<file path="config.mk">
export PLATFORM = sky130hd
export DESIGN_NAME = exa_crosb_hdr_stage_flat
export DESIGN_NICKNAME = d
export VERILOG_FILES = /design/src/rtl/exa_crosb_hdr_stage_if.sv /design/src/rtl/exa_crosb_hdr_stage.sv /design/src/flat_wrapper.sv
export SDC_FILE = /design/constraint.sdc
export NUM_CORES = 1
export LEC_CHECK = 0
export ABC_AREA = 1
export BUFFER_PORTS_ARGS = -buffer_cell sky130_fd_sc_hd__buf_2
export CAP_MARGIN = 20
export CELL_PAD_IN_SITES_DETAIL_PLACEMENT = 0
export CELL_PAD_IN_SITES_GLOBAL_PLACEMENT = 1
export CORE_AREA = 5 5 217 219
export DETAILED_ROUTE_END_ITERATION = 8
export DIE_AREA = 0 0 222 224
export PLACE_DENSITY_LB_ADDON = 0.1
export SLEW_MARGIN = 5
export SYNTH_ARGS = -nofsm -noshare
export SYNTH_HDL_FRONTEND = slang
export SYNTH_SLANG_ARGS = --single-unit
</file>
<file path="constraint.sdc">
create_clock -name Clk -period 1.8 [get_ports Clk]
set_input_delay 0.27 -clock Clk [delete_from_list [all_inputs] [get_ports Clk]]
set_output_delay 0.27 -clock Clk [all_outputs]
set_load 0.05 [all_outputs]
</file>
<file path="src/rtl/exa_crosb_hdr_stage_if.sv">
// AXI-Stream beat bundle (128-bit data) shared by the ingress and egress
// sides of the crossbar header stage.
interface exa_crosb_hdr_stage_if;
  logic [127:0] tdata;
  logic         tvalid;
  logic         tlast;
  logic         tready;

  modport master (output tdata, output tvalid, output tlast, input tready);
  modport slave  (input tdata, input tvalid, input tlast, output tready);
endinterface

</file>
<file path="src/rtl/exa_crosb_hdr_stage.sv">
// Crossbar per-port header stage: captures each packet header, waits for routing,
// emits the modified header then streams the body. Drop of undecodable packets: EXA_CROSB_HDR_DROP_EN.
module exa_crosb_hdr_stage #(
  parameter int TDEST_WIDTH = 3,
  parameter int PKT_CNT_W   = 32
`ifdef EXA_CROSB_HDR_DROP_EN
  ,
  parameter int DROP_CNT_W  = 16
`endif
) (
  input  logic                   Clk,
  input  logic                   Reset,
  exa_crosb_hdr_stage_if.slave   s_axis,
  output logic [127:0]           o_header,
  output logic                   o_hdr_valid,
  input  logic [127:0]           i_mod_header,
  input  logic [TDEST_WIDTH-1:0] i_tdest,
  input  logic                   i_prio,
  input  logic                   i_dest_valid,
  input  logic                   i_dec_error,
  exa_crosb_hdr_stage_if.master  m_axis,
  output logic [TDEST_WIDTH-1:0] m_axis_tdest,
  output logic                   o_prio,
  output logic [PKT_CNT_W-1:0]   o_pkt_cnt,
  output logic                   o_stall_err
`ifdef EXA_CROSB_HDR_DROP_EN
  ,
  output logic [DROP_CNT_W-1:0]  o_drop_cnt
`endif
);

  typedef enum logic [2:0] {IDLE, LOOKUP, HEAD, BODY, DROP} state_t;

  state_t                 state_q, state_d;
  logic [127:0]           hdr_q, hdr_d;
  logic                   hdr_last_q, hdr_last_d;
  logic [127:0]           mod_hdr_q, mod_hdr_d;
  logic [TDEST_WIDTH-1:0] tdest_q, tdest_d;
  logic                   prio_q, prio_d;
  logic [PKT_CNT_W-1:0]   pkt_cnt_q, pkt_cnt_d;
  logic                   stall_err_q, stall_err_d;
`ifdef EXA_CROSB_HDR_DROP_EN
  logic [DROP_CNT_W-1:0]  drop_cnt_q, drop_cnt_d;
`endif

  always_comb begin
    state_d       = state_q;
    hdr_d         = hdr_q;
    hdr_last_d    = hdr_last_q;
    mod_hdr_d     = mod_hdr_q;
    tdest_d       = tdest_q;
    prio_d        = prio_q;
    pkt_cnt_d     = pkt_cnt_q;
    stall_err_d   = stall_err_q;
`ifdef EXA_CROSB_HDR_DROP_EN
    drop_cnt_d    = drop_cnt_q;
`endif
    s_axis.tready = 1'b0;
    m_axis.tvalid = 1'b0;
    m_axis.tdata  = mod_hdr_q;
    m_axis.tlast  = hdr_last_q;
    o_hdr_valid   = 1'b0;

    case (state_q)
      IDLE: begin
        s_axis.tready = 1'b1;
        if (s_axis.tvalid) begin
          hdr_d      = s_axis.tdata;
          hdr_last_d = s_axis.tlast;
          state_d    = LOOKUP;
        end
      end

      LOOKUP: begin
        o_hdr_valid = 1'b1;
        // A decode error outranks a simultaneous destination; once stalled the port ignores routing.
        if (i_dec_error) begin
`ifdef EXA_CROSB_HDR_DROP_EN
          state_d = hdr_last_q ? IDLE : DROP;
          if (drop_cnt_q != {DROP_CNT_W{1'b1}}) drop_cnt_d = drop_cnt_q + DROP_CNT_W'(1);
`else
          stall_err_d = 1'b1;
`endif
        end else if (i_dest_valid && !stall_err_q) begin
          mod_hdr_d = i_mod_header;
          tdest_d   = i_tdest;
          prio_d    = i_prio;
          state_d   = HEAD;
        end
      end

      HEAD: begin
        m_axis.tvalid = 1'b1;
        if (m_axis.tready) state_d = hdr_last_q ? IDLE : BODY;
      end

      BODY: begin
        m_axis.tvalid = s_axis.tvalid;
        m_axis.tdata  = s_axis.tdata;
        m_axis.tlast  = s_axis.tlast;
        s_axis.tready = m_axis.tready;
        if (s_axis.tvalid && m_axis.tready && s_axis.tlast) state_d = IDLE;
      end

      DROP: begin
        s_axis.tready = 1'b1;
        if (s_axis.tvalid && s_axis.tlast) state_d = IDLE;
      end

      default: state_d = IDLE;
    endcase

    if (m_axis.tvalid && m_axis.tready && m_axis.tlast) pkt_cnt_d = pkt_cnt_q + PKT_CNT_W'(1);
  end

  always_ff @(posedge Clk) begin
    if (Reset) begin
      state_q     <= IDLE;
      hdr_q       <= '0;
      hdr_last_q  <= 1'b0;
      mod_hdr_q   <= '0;
      tdest_q     <= '0;
      prio_q      <= 1'b0;
      pkt_cnt_q   <= '0;
      stall_err_q <= 1'b0;
`ifdef EXA_CROSB_HDR_DROP_EN
      drop_cnt_q  <= '0;
`endif
    end else begin
      state_q     <= state_d;
      hdr_q       <= hdr_d;
      hdr_last_q  <= hdr_last_d;
      mod_hdr_q   <= mod_hdr_d;
      tdest_q     <= tdest_d;
      prio_q      <= prio_d;
      pkt_cnt_q   <= pkt_cnt_d;
      stall_err_q <= stall_err_d;
`ifdef EXA_CROSB_HDR_DROP_EN
      drop_cnt_q  <= drop_cnt_d;
`endif
    end
  end

  assign o_header     = hdr_q;
  assign m_axis_tdest = tdest_q;
  assign o_prio       = prio_q;
  assign o_pkt_cnt    = pkt_cnt_q;
  assign o_stall_err  = stall_err_q;
`ifdef EXA_CROSB_HDR_DROP_EN
  assign o_drop_cnt   = drop_cnt_q;
`endif

endmodule

</file>
<file path="src/flat_wrapper.sv">
// flat-port wrapper written by rule: the top's interface ports become plain ports
module exa_crosb_hdr_stage_flat 
#(
  parameter int TDEST_WIDTH = 3,
  parameter int PKT_CNT_W   = 32

)
  (Clk, Reset, o_header, o_hdr_valid, i_mod_header, i_tdest, i_prio, i_dest_valid, i_dec_error, m_axis_tdest, o_prio, o_pkt_cnt, o_stall_err, s_axis_tdata, s_axis_tvalid, s_axis_tlast, s_axis_tready, m_axis_tdata, m_axis_tvalid, m_axis_tlast, m_axis_tready);
  exa_crosb_hdr_stage_if s_axis_i ();
  exa_crosb_hdr_stage_if m_axis_i ();
  input  logic Clk;
  input  logic Reset;
  output logic [127:0] o_header;
  output logic o_hdr_valid;
  input  logic [127:0] i_mod_header;
  input  logic [TDEST_WIDTH-1:0] i_tdest;
  input  logic i_prio;
  input  logic i_dest_valid;
  input  logic i_dec_error;
  output logic [TDEST_WIDTH-1:0] m_axis_tdest;
  output logic o_prio;
  output logic [PKT_CNT_W-1:0] o_pkt_cnt;
  output logic o_stall_err;
  input wire logic [$bits(s_axis_i.tdata)-1:0] s_axis_tdata;
  input wire logic [$bits(s_axis_i.tvalid)-1:0] s_axis_tvalid;
  input wire logic [$bits(s_axis_i.tlast)-1:0] s_axis_tlast;
  output wire logic [$bits(s_axis_i.tready)-1:0] s_axis_tready;
  output wire logic [$bits(m_axis_i.tdata)-1:0] m_axis_tdata;
  output wire logic [$bits(m_axis_i.tvalid)-1:0] m_axis_tvalid;
  output wire logic [$bits(m_axis_i.tlast)-1:0] m_axis_tlast;
  input wire logic [$bits(m_axis_i.tready)-1:0] m_axis_tready;
  assign s_axis_i.tdata = s_axis_tdata;
  assign s_axis_i.tvalid = s_axis_tvalid;
  assign s_axis_i.tlast = s_axis_tlast;
  assign s_axis_tready = s_axis_i.tready;
  assign m_axis_tdata = m_axis_i.tdata;
  assign m_axis_tvalid = m_axis_i.tvalid;
  assign m_axis_tlast = m_axis_i.tlast;
  assign m_axis_i.tready = m_axis_tready;
  exa_crosb_hdr_stage #(.TDEST_WIDTH(TDEST_WIDTH), .PKT_CNT_W(PKT_CNT_W)) u_core (.Clk(Clk), .Reset(Reset), .s_axis(s_axis_i), .o_header(o_header), .o_hdr_valid(o_hdr_valid), .i_mod_header(i_mod_header), .i_tdest(i_tdest), .i_prio(i_prio), .i_dest_valid(i_dest_valid), .i_dec_error(i_dec_error), .m_axis(m_axis_i), .m_axis_tdest(m_axis_tdest), .o_prio(o_prio), .o_pkt_cnt(o_pkt_cnt), .o_stall_err(o_stall_err));
endmodule
</file>
==> results of run 1 <==
-- repair_timing --
action,4_1_cts,5_1_grt
endpoints found under the setup margin,138,273
cloned,5,9
hold buffers,237,0
setup buffers,12,10
pin swaps,3,17
gates resized for setup,360,120
endpoints found under the hold margin,237,0
-- flip-flops by register name, indices dropped and copies added, names as in the netlist --
signal and count:
u_core.o_prio 1, u_core.m_axis_tdest 3, u_core.state_q 2, u_core.o_stall_err 1, u_core.mod_hdr_q 128, u_core.o_header 128
u_core.hdr_last_q 1, u_core.o_pkt_cnt 32
-- cells in the final DEF (no fill, tap or decap), types with 3 or more instances in the layout --
| cell type | count |
|---|---|
| a21oi_1 | 17 |
| buf_12 | 22 |
| buf_16 | 9 |
| buf_2 | 431 |
| buf_4 | 39 |
| buf_6 | 42 |
| buf_8 | 96 |
| bufinv_16 | 3 |
| clkbuf_1 | 5 |
| clkbuf_16 | 46 |
| clkbuf_8 | 8 |
| clkinv_2 | 10 |
| dfxtp_1 | 293 |
| diode_2 | 4 |
| dlygate4sd3_1 | 237 |
| ha_1 | 3 |
| ha_4 | 4 |
| inv_1 | 50 |
| inv_2 | 3 |
| nand2_1 | 326 |
| nand2_2 | 151 |
| nand2_4 | 5 |
| nand3_1 | 17 |
| nand3_2 | 6 |
| nand4_1 | 8 |
| nor2_1 | 598 |
| nor2_4 | 7 |
| nor3_1 | 6 |
| o21ai_0 | 266 |
| o21ai_1 | 6 |
-- area by class of cell --
class / instances / area (sq um)
Timing Repair inverter: 1 / 6.256
Clock inverter: 15 / 156.4
Sequential cell: 296 / 5934
Antenna cell: 4 / 10.01
Clock buffer: 52 / 1105
Tap cell: 600 / 750.7
Multi-Input combinational cell: 1434 / 6505
Inverter: 57 / 236.5
Fill cell: 4552 / 22590
Timing Repair Buffer: 883 / 7600
-- per-layer routing --
| layer | GRT usage | vias to the layer above | wire (um) |
|---|---|---|---|
| met3 | 0.05360 | 106 | 3803 |
| met1 | 0.2809 | 6967 | 25260 |
| met5 | 0 | - | 25 |
| li1 | - | 7589 | - |
| met4 | 0.07556 | 4 | 1865 |
| met2 | 0.3854 | 485 | 29750 |
-- where the power goes --
part	leakage [uW]	total, uW	internal, uW	switching (uW)
registers	0.00242	8440	7790	650
logic	0.00713	14200	4650	9540
clock network	0.000630	7750	4720	3030
-- per-stage QoR --
stage                     power [uW]  utilization  area (sq um)  setup slack [ns]
after CTS                      30120       0.4825         21660           -0.3968
after detailed placement       20340       0.3706         16640          -0.06225
after global placement         20250       0.3706         16640          -0.02632
after floorplan                16780            -         12900          -0.03999
after global routing           31770       0.4968         22300           -0.4089
final                          30380       0.4968         22300           -0.3350
-- cell families after synthesis --
| logic type | synth area share |
|---|---|
| AND/OR/NAND/NOR | 0.3455 |
| flip-flops | 0.4704 |
| AO/OA/AOI/OAI | 0.1172 |
| buffers and inverters | 0.05781 |
| adder cells (fa/ha/maj) | 0.006953 |
| XOR/XNOR | 0.002086 |
-- critical path: cells and delay by family, from the launching register on --
| kind | cells | cell delay, ns |
|---|---|---|
| AND/OR/NAND/NOR | 2 | 0.18 |
| flip-flops | 1 | 0.38 |
| buffers and inverters | 3 | 0.56 |
| adder cells (fa/ha/maj) | 1 | 0.21 |
-- Yosys cell counts --
| cell type | count |
|---|---|
| nor2_1 | 602 |
| nand2_1 | 482 |
| dfxtp_1 | 296 |
| o21ai_0 | 273 |
| clkbuf_1 | 88 |
| inv_1 | 55 |
| nand3_1 | 23 |
| a21oi_1 | 18 |
| buf_2 | 15 |
| buf_4 | 9 |
| nand4_1 | 8 |
| ha_1 | 7 |
| nor3_1 | 6 |
| buf_1 | 5 |
| nor2_4 | 3 |
| buf_6 | 2 |
| o21bai_1 | 2 |
| xnor2_1 | 2 |
| and3_1 | 1 |
| clkinv_1 | 1 |
| inv_2 | 1 |
| nand2_2 | 1 |
| nand3_2 | 1 |
| nand3_4 | 1 |
| nor2_2 | 1 |
| nor3b_1 | 1 |
| o21ai_1 | 1 |
| xor2_1 | 1 |
-- worst max path at each step --
stage | cells past startpoint | endpoint | startpoint | slack, ns
after floorplan | 9 | u_core.o_pkt_cnt[12]$_SDFFE_PP0P_ | u_core.o_pkt_cnt[0]$_SDFFE_PP0P_ | -0.04
after global placement | 7 | m_axis_tdata[57] | u_core.state_q[0]$_SDFFE_PP0P_ | -0.03
after detailed placement | 7 | m_axis_tdata[57] | u_core.state_q[1]$_SDFFE_PP0P_ | -0.06
after CTS | 7 | m_axis_tdata[76] | u_core.state_q[0]$_SDFFE_PP0P_ | -0.40
after global routing | 7 | m_axis_tdata[75] | u_core.state_q[0]$_SDFFE_PP0P_ | -0.41
final | 6 | m_axis_tdata[113] | u_core.state_q[1]$_SDFFE_PP0P_ | -0.34
==> impl_metrics.json, run 1 <==
{
  "holdWs_ns": 0.03215,
  "antenna_left": 0,
  "finalWirelength_mm": 60.70,
  "die_h_um": 224,
  "post-route-min-period_ns": 2.135,
  "slew_headroom": 0.7385,
  "cts_tree": "done",
  "io_buffers": 563,
  "min_path_cells": 3,
  "end_kind": "output port",
  "min_path_type": "input port to flip-flop",
  "ir_worst_vdd_uv": 766.8,
  "rsz0062_at_grt": "yes",
  "maxCapViolCount": 0,
  "reg2reg_depth": 13,
  "cp-start-kind": "flip-flop",
  "hp-start": "s_axis_tdata[45]",
  "grt_pass1_vias": 14960,
  "core-area_sq_um": 44890,
  "vias": 15150,
  "final.setup.tns_ns": -36.61,
  "power_leakage_uw": 0.01018,
  "synth_area_sq_um": 12600,
  "cts_buffer_depth": 3,
  "start_util": 0.2806,
  "synth.yosys.seq_area_share": 0.4704,
  "gp_congestion": 0.8467,
  "synth_seq_cells": 296,
  "post-route-period-util": 1.186,
  "htree_levels": 2,
  "whs_endpoint": "u_core.o_header[45]$_SDFFE_PP0P_",
  "violations": "setup timing",
  "crit_chain": "ha_4 > buf_12 > clkbuf_16 > nand2_1 > nand2_2 > buf_8",
  "power.density_nw_per_um2": 1362,
  "synth_nets": 2180,
  "route.detailed.drc": 0,
  "die_w_um": 222,
  "final_nets": 2985,
  "drt_iter0_markers": 849,
  "clkTransAtPathRegs_ns": 0.05,
  "finClkSkew_ns": 0.02457,
  "design.portCount": 564,
  "clock_latency_ns": 0.55,
  "reg2reg_slack_ns": -0.09,
  "cp_max_fo": 20,
  "timing.rr.end": "u_core.o_pkt_cnt[12]$_SDFFE_PP0P_",
  "syn_to_final_growth_pct": 77.07,
  "yosysWarnings": 0,
  "cpPeakStageDelay_ns": 0.38,
  "netlist.area_leader.share": 0.4704,
  "path_class": "flip-flop to output port",
  "slew_violations": 0,
  "timing.critical_path.required_ns": 1.53,
  "avgSynthCellArea_sq_um": 6.609,
  "detail_route.wl_per_cell_um": 18.16,
  "syn_inst": 1906,
  "r2r-start": "u_core.state_q[0]$_SDFFE_PP0P_",
  "worst_slack_ns": -0.3350,
  "first_pass_iters": 6,
  "clock-sinks": 296,
  "grt_pass1_wl_mm": 89.11,
  "antenna_found_initial": 6,
  "rows": 78,
  "dieArea_sq_um": 49730,
  "drive_gt1_frac": 0.3287,
  "synthTopCellsByArea": "dfxtp_1, nor2_1, nand2_1",
  "place_inst": 3000,
  "fmax_ghz": 0.4684,
  "instances_no_fill": 3342,
  "cp_slowest_cell": "dfxtp_4",
  "dp_hpwl_mm": 42.19,
  "track_usage": 0.2254,
  "synth_cell_types": 28,
  "cts_buffers": 38,
  "vias_per_cell": 4.534,
  "finalSetupViolations": 149,
  "worstMarginPinSlew_ns": 0.3892,
  "yosysTopAreaCell": "dfxtp_1",
  "overflow": 0,
  "outcome": "complete, but fails checks",
  "arrival_ns": 1.87,
  "cts-root-buf": "clkbuf_16",
  "grt_max_degree": 76,
  "hold_violations": 0
}
(Power assumes the default switching activity.)
==> run 2, diff against run 1 <==
--- a/config.mk
+++ b/config.mk
@@ -6,13 +6,13 @@
 export NUM_CORES = 1
 export LEC_CHECK = 0
 export ABC_AREA = 1
-export BUFFER_PORTS_ARGS = -buffer_cell sky130_fd_sc_hd__buf_2
 export CAP_MARGIN = 20
 export CELL_PAD_IN_SITES_DETAIL_PLACEMENT = 0
 export CELL_PAD_IN_SITES_GLOBAL_PLACEMENT = 1
-export CORE_AREA = 5 5 217 219
+export CORE_AREA = 8 8 210 212
 export DETAILED_ROUTE_END_ITERATION = 8
-export DIE_AREA = 0 0 222 224
+export DIE_AREA = 0 0 218 220
+export DONT_BUFFER_PORTS = 1
 export PLACE_DENSITY_LB_ADDON = 0.1
 export SLEW_MARGIN = 5
 export SYNTH_ARGS = -nofsm -noshare
==> constraint.sdc (replaced) <==
create_clock -name Clk -period 2.1 [get_ports Clk]
set_input_delay 0.315 -clock Clk [delete_from_list [all_inputs] [get_ports Clk]]
set_output_delay 0.315 -clock Clk [all_outputs]
set_load 0.05 [all_outputs]
==> run 2 against run 1 <==
  * The flow still finishes with violations (setup timing)
  * Via count shrank 7.0%
  * Clock power shrank 20%
  * Final cell count shrank 14%
  * Register-to-register slack gained 0.27 ns
  * Routed wire length grew 6.2%
  * Cell area shrank 1.2%
  * Combinational power shrank 31%
  * Critical endpoint is now m_axis_tdata[96]
  * Highest routed layer unchanged
==> impl_metrics.json, run 2 (synthesis results as in run 1) <==
{
  "finClkSkew_ns": 0.01066,
  "antenna_found_initial": 6,
  "worstMarginPinSlew_ns": 0.6797,
  "die_w_um": 218,
  "hp-start": "s_axis_tdata[45]",
  "arrival_ns": 1.85,
  "cp_max_fo": 7,
  "final_cell_mix": "nor2_1, dfxtp_1, o21ai_0, dlygate4sd3_1, nand2_1",
  "power_leakage_uw": 0.009111,
  "slew_headroom": 0.5463,
  "maxCapViolCount": 0,
  "cts_tree": "done",
  "dp_hpwl_mm": 41.28,
  "finalSetupViolations": 97,
  "final_nets": 2595,
  "min_path_type": "input port to flip-flop",
  "route.detailed.drc": 0,
  "io_buffers": 0,
  "first_pass_iters": 5,
  "post-route-period-util": 1.029,
  "post-route-min-period_ns": 2.161,
  "worst_slack_ns": -0.06091,
  "slew_violations": 0,
  "violations": "setup timing",
  "clock-sinks": 296,
  "design.portCount": 564,
  "drt_iter0_markers": 864,
  "start_util": 0.3106,
  "crit_path_frequent_cell": "buf_12",
  "grt_max_degree": 80,
  "core-area_sq_um": 40550,
  "reg2reg_slack_ns": 0.18,
  "fmax_ghz": 0.4628,
  "hold_violations": 0,
  "multi_input_area_sq_um": 7221,
  "end_kind": "output port",
  "clkTransAtPathRegs_ns": 0.05,
  "outcome": "complete, but fails checks",
  "timing.rr.end": "u_core.o_pkt_cnt[31]$_SDFFE_PP0P_",
  "rsz0062_at_grt": "yes",
  "antenna_left": 0,
  "cts_buffers": 36,
  "crit_buf_inv": 4,
  "n_fill_cell": 3884,
  "reg2reg_depth": 13,
  "syn_to_final_growth_pct": 74.98,
  "timing.critical_path.required_ns": 1.78,
  "drive_gt1_frac": 0.2489,
  "htree_levels": 2,
  "vias": 14090,
  "clock_latency_ns": 0.53,
  "die_h_um": 220,
  "layout_commonest_cell": "nor2_1",
  "vias_per_cell": 4.898,
  "whs_endpoint": "u_core.o_header[45]$_SDFFE_PP0P_",
  "rows": 74,
  "overflow": 0,
  "cts_buffer_depth": 3,
  "cpPeakStageDelay_ns": 0.36,
  "r2r-start": "u_core.state_q[0]$_SDFFE_PP0P_",
  "detail_route.wl_per_cell_um": 22.41,
  "cp_slowest_cell": "dfxtp_4",
  "cp-start-kind": "flip-flop",
  "critical-path-top-delay-family": "buffers and inverters",
  "dieArea_sq_um": 47960,
  "dp_slack_ns": 0.1601,
  "ir_worst_vdd_uv": 911.7,
  "power.density_nw_per_um2": 1182,
  "utilization": 0.5435,
  "grt_pass1_wl_mm": 88.58,
  "track_usage": 0.2410,
  "min_path_cells": 2,
  "path_class": "flip-flop to output port",
  "gp_congestion": 0.8391,
  "final-seq-area_sq_um": 5933,
  "crit_chain": "ha_4 > buf_6 > buf_12 > clkbuf_16 > nand2_1 > nand2_2 > buf_12",
  "grt_pass1_vias": 13700,
  "cts-root-buf": "clkbuf_16",
  "finalWirelength_mm": 64.44
}
run 2: cell type report:
| cell class | instances | area share |
|---|---|---|
| multi-input combinational | 1434 | 0.3276 |
| timing repair buffer | 494 | 0.3089 |
| sequential | 296 | 0.2692 |
| clock buffer | 52 | 0.04774 |
| tap | 532 | 0.03020 |
| inverter | 57 | 0.01073 |
| clock inverter | 7 | 0.003860 |
| timing repair inverter | 2 | 0.001476 |
| antenna | 2 | 0.0002271 |
run 2: power by group:
part	leakage, uW	total (uW)	internal (uW)	switching (uW)
registers	0.00242	10100	6680	3380
logic	0.00613	9820	4250	5570
clock network	0.000564	6170	3700	2470
run 2: how the worst max path moves through the flow:
stage | depth (start not counted) | end | slack (ns) | from
6_report | 7 | m_axis_tdata[96] | -0.06 | u_core.state_q[0]$_SDFFE_PP0P_
2_1_floorplan | 9 | u_core.o_pkt_cnt[12]$_SDFFE_PP0P_ | 0.13 | u_core.state_q[0]$_SDFFE_PP0P_
3_5_place_dp | 8 | u_core.o_pkt_cnt[12]$_SDFFE_PP0P_ | 0.16 | u_core.state_q[0]$_SDFFE_PP0P_
4_1_cts | 6 | m_axis_tdata[64] | -0.13 | u_core.state_q[0]$_SDFFE_PP0P_
3_3_place_gp | 6 | m_axis_tdata[108] | 0.24 | u_core.state_q[0]$_SDFFE_PP0P_
5_1_grt | 7 | m_axis_tdata[63] | -0.11 | u_core.state_q[0]$_SDFFE_PP0P_
run 2: metrics by stage:
stage | total power [uW] | hold slack (ns) | cell area, sq um | instances | setup TNS (ns)
2_1_floorplan | 14200 | 0.3841 | 12600 | 1906 | 0
3_3_place_gp | 18020 | 0.3882 | 16050 | 2512 | 0
3_5_place_dp | 18070 | 0.3911 | 16050 | 2512 | 0
4_1_cts | 25310 | 0.008879 | 20470 | 2847 | -10.38
5_1_grt | 27160 | 0.03442 | 22040 | 2876 | -10.11
6_report | 26050 | 0.05458 | 22040 | 2876 | -1.835
run 2: metal layers:
| layer | wire, um | vias up | track usage |
|---|---|---|---|
| li1 | - | 6823 | - |
| met1 | 24470 | 6589 | 0.2729 |
| met2 | 32250 | 538 | 0.4178 |
| met3 | 5516 | 128 | 0.07843 |
| met4 | 2157 | 8 | 0.09225 |
| met5 | 45 | - | 0 |
run 2: repair_timing:
action	4_1_cts	5_1_grt
gates resized for setup	114	326
endpoints found under the hold margin	260	0
pin swaps	10	67
endpoints found under the setup margin	131	133
setup buffers	8	10
cloned	11	20
hold buffers	257	0
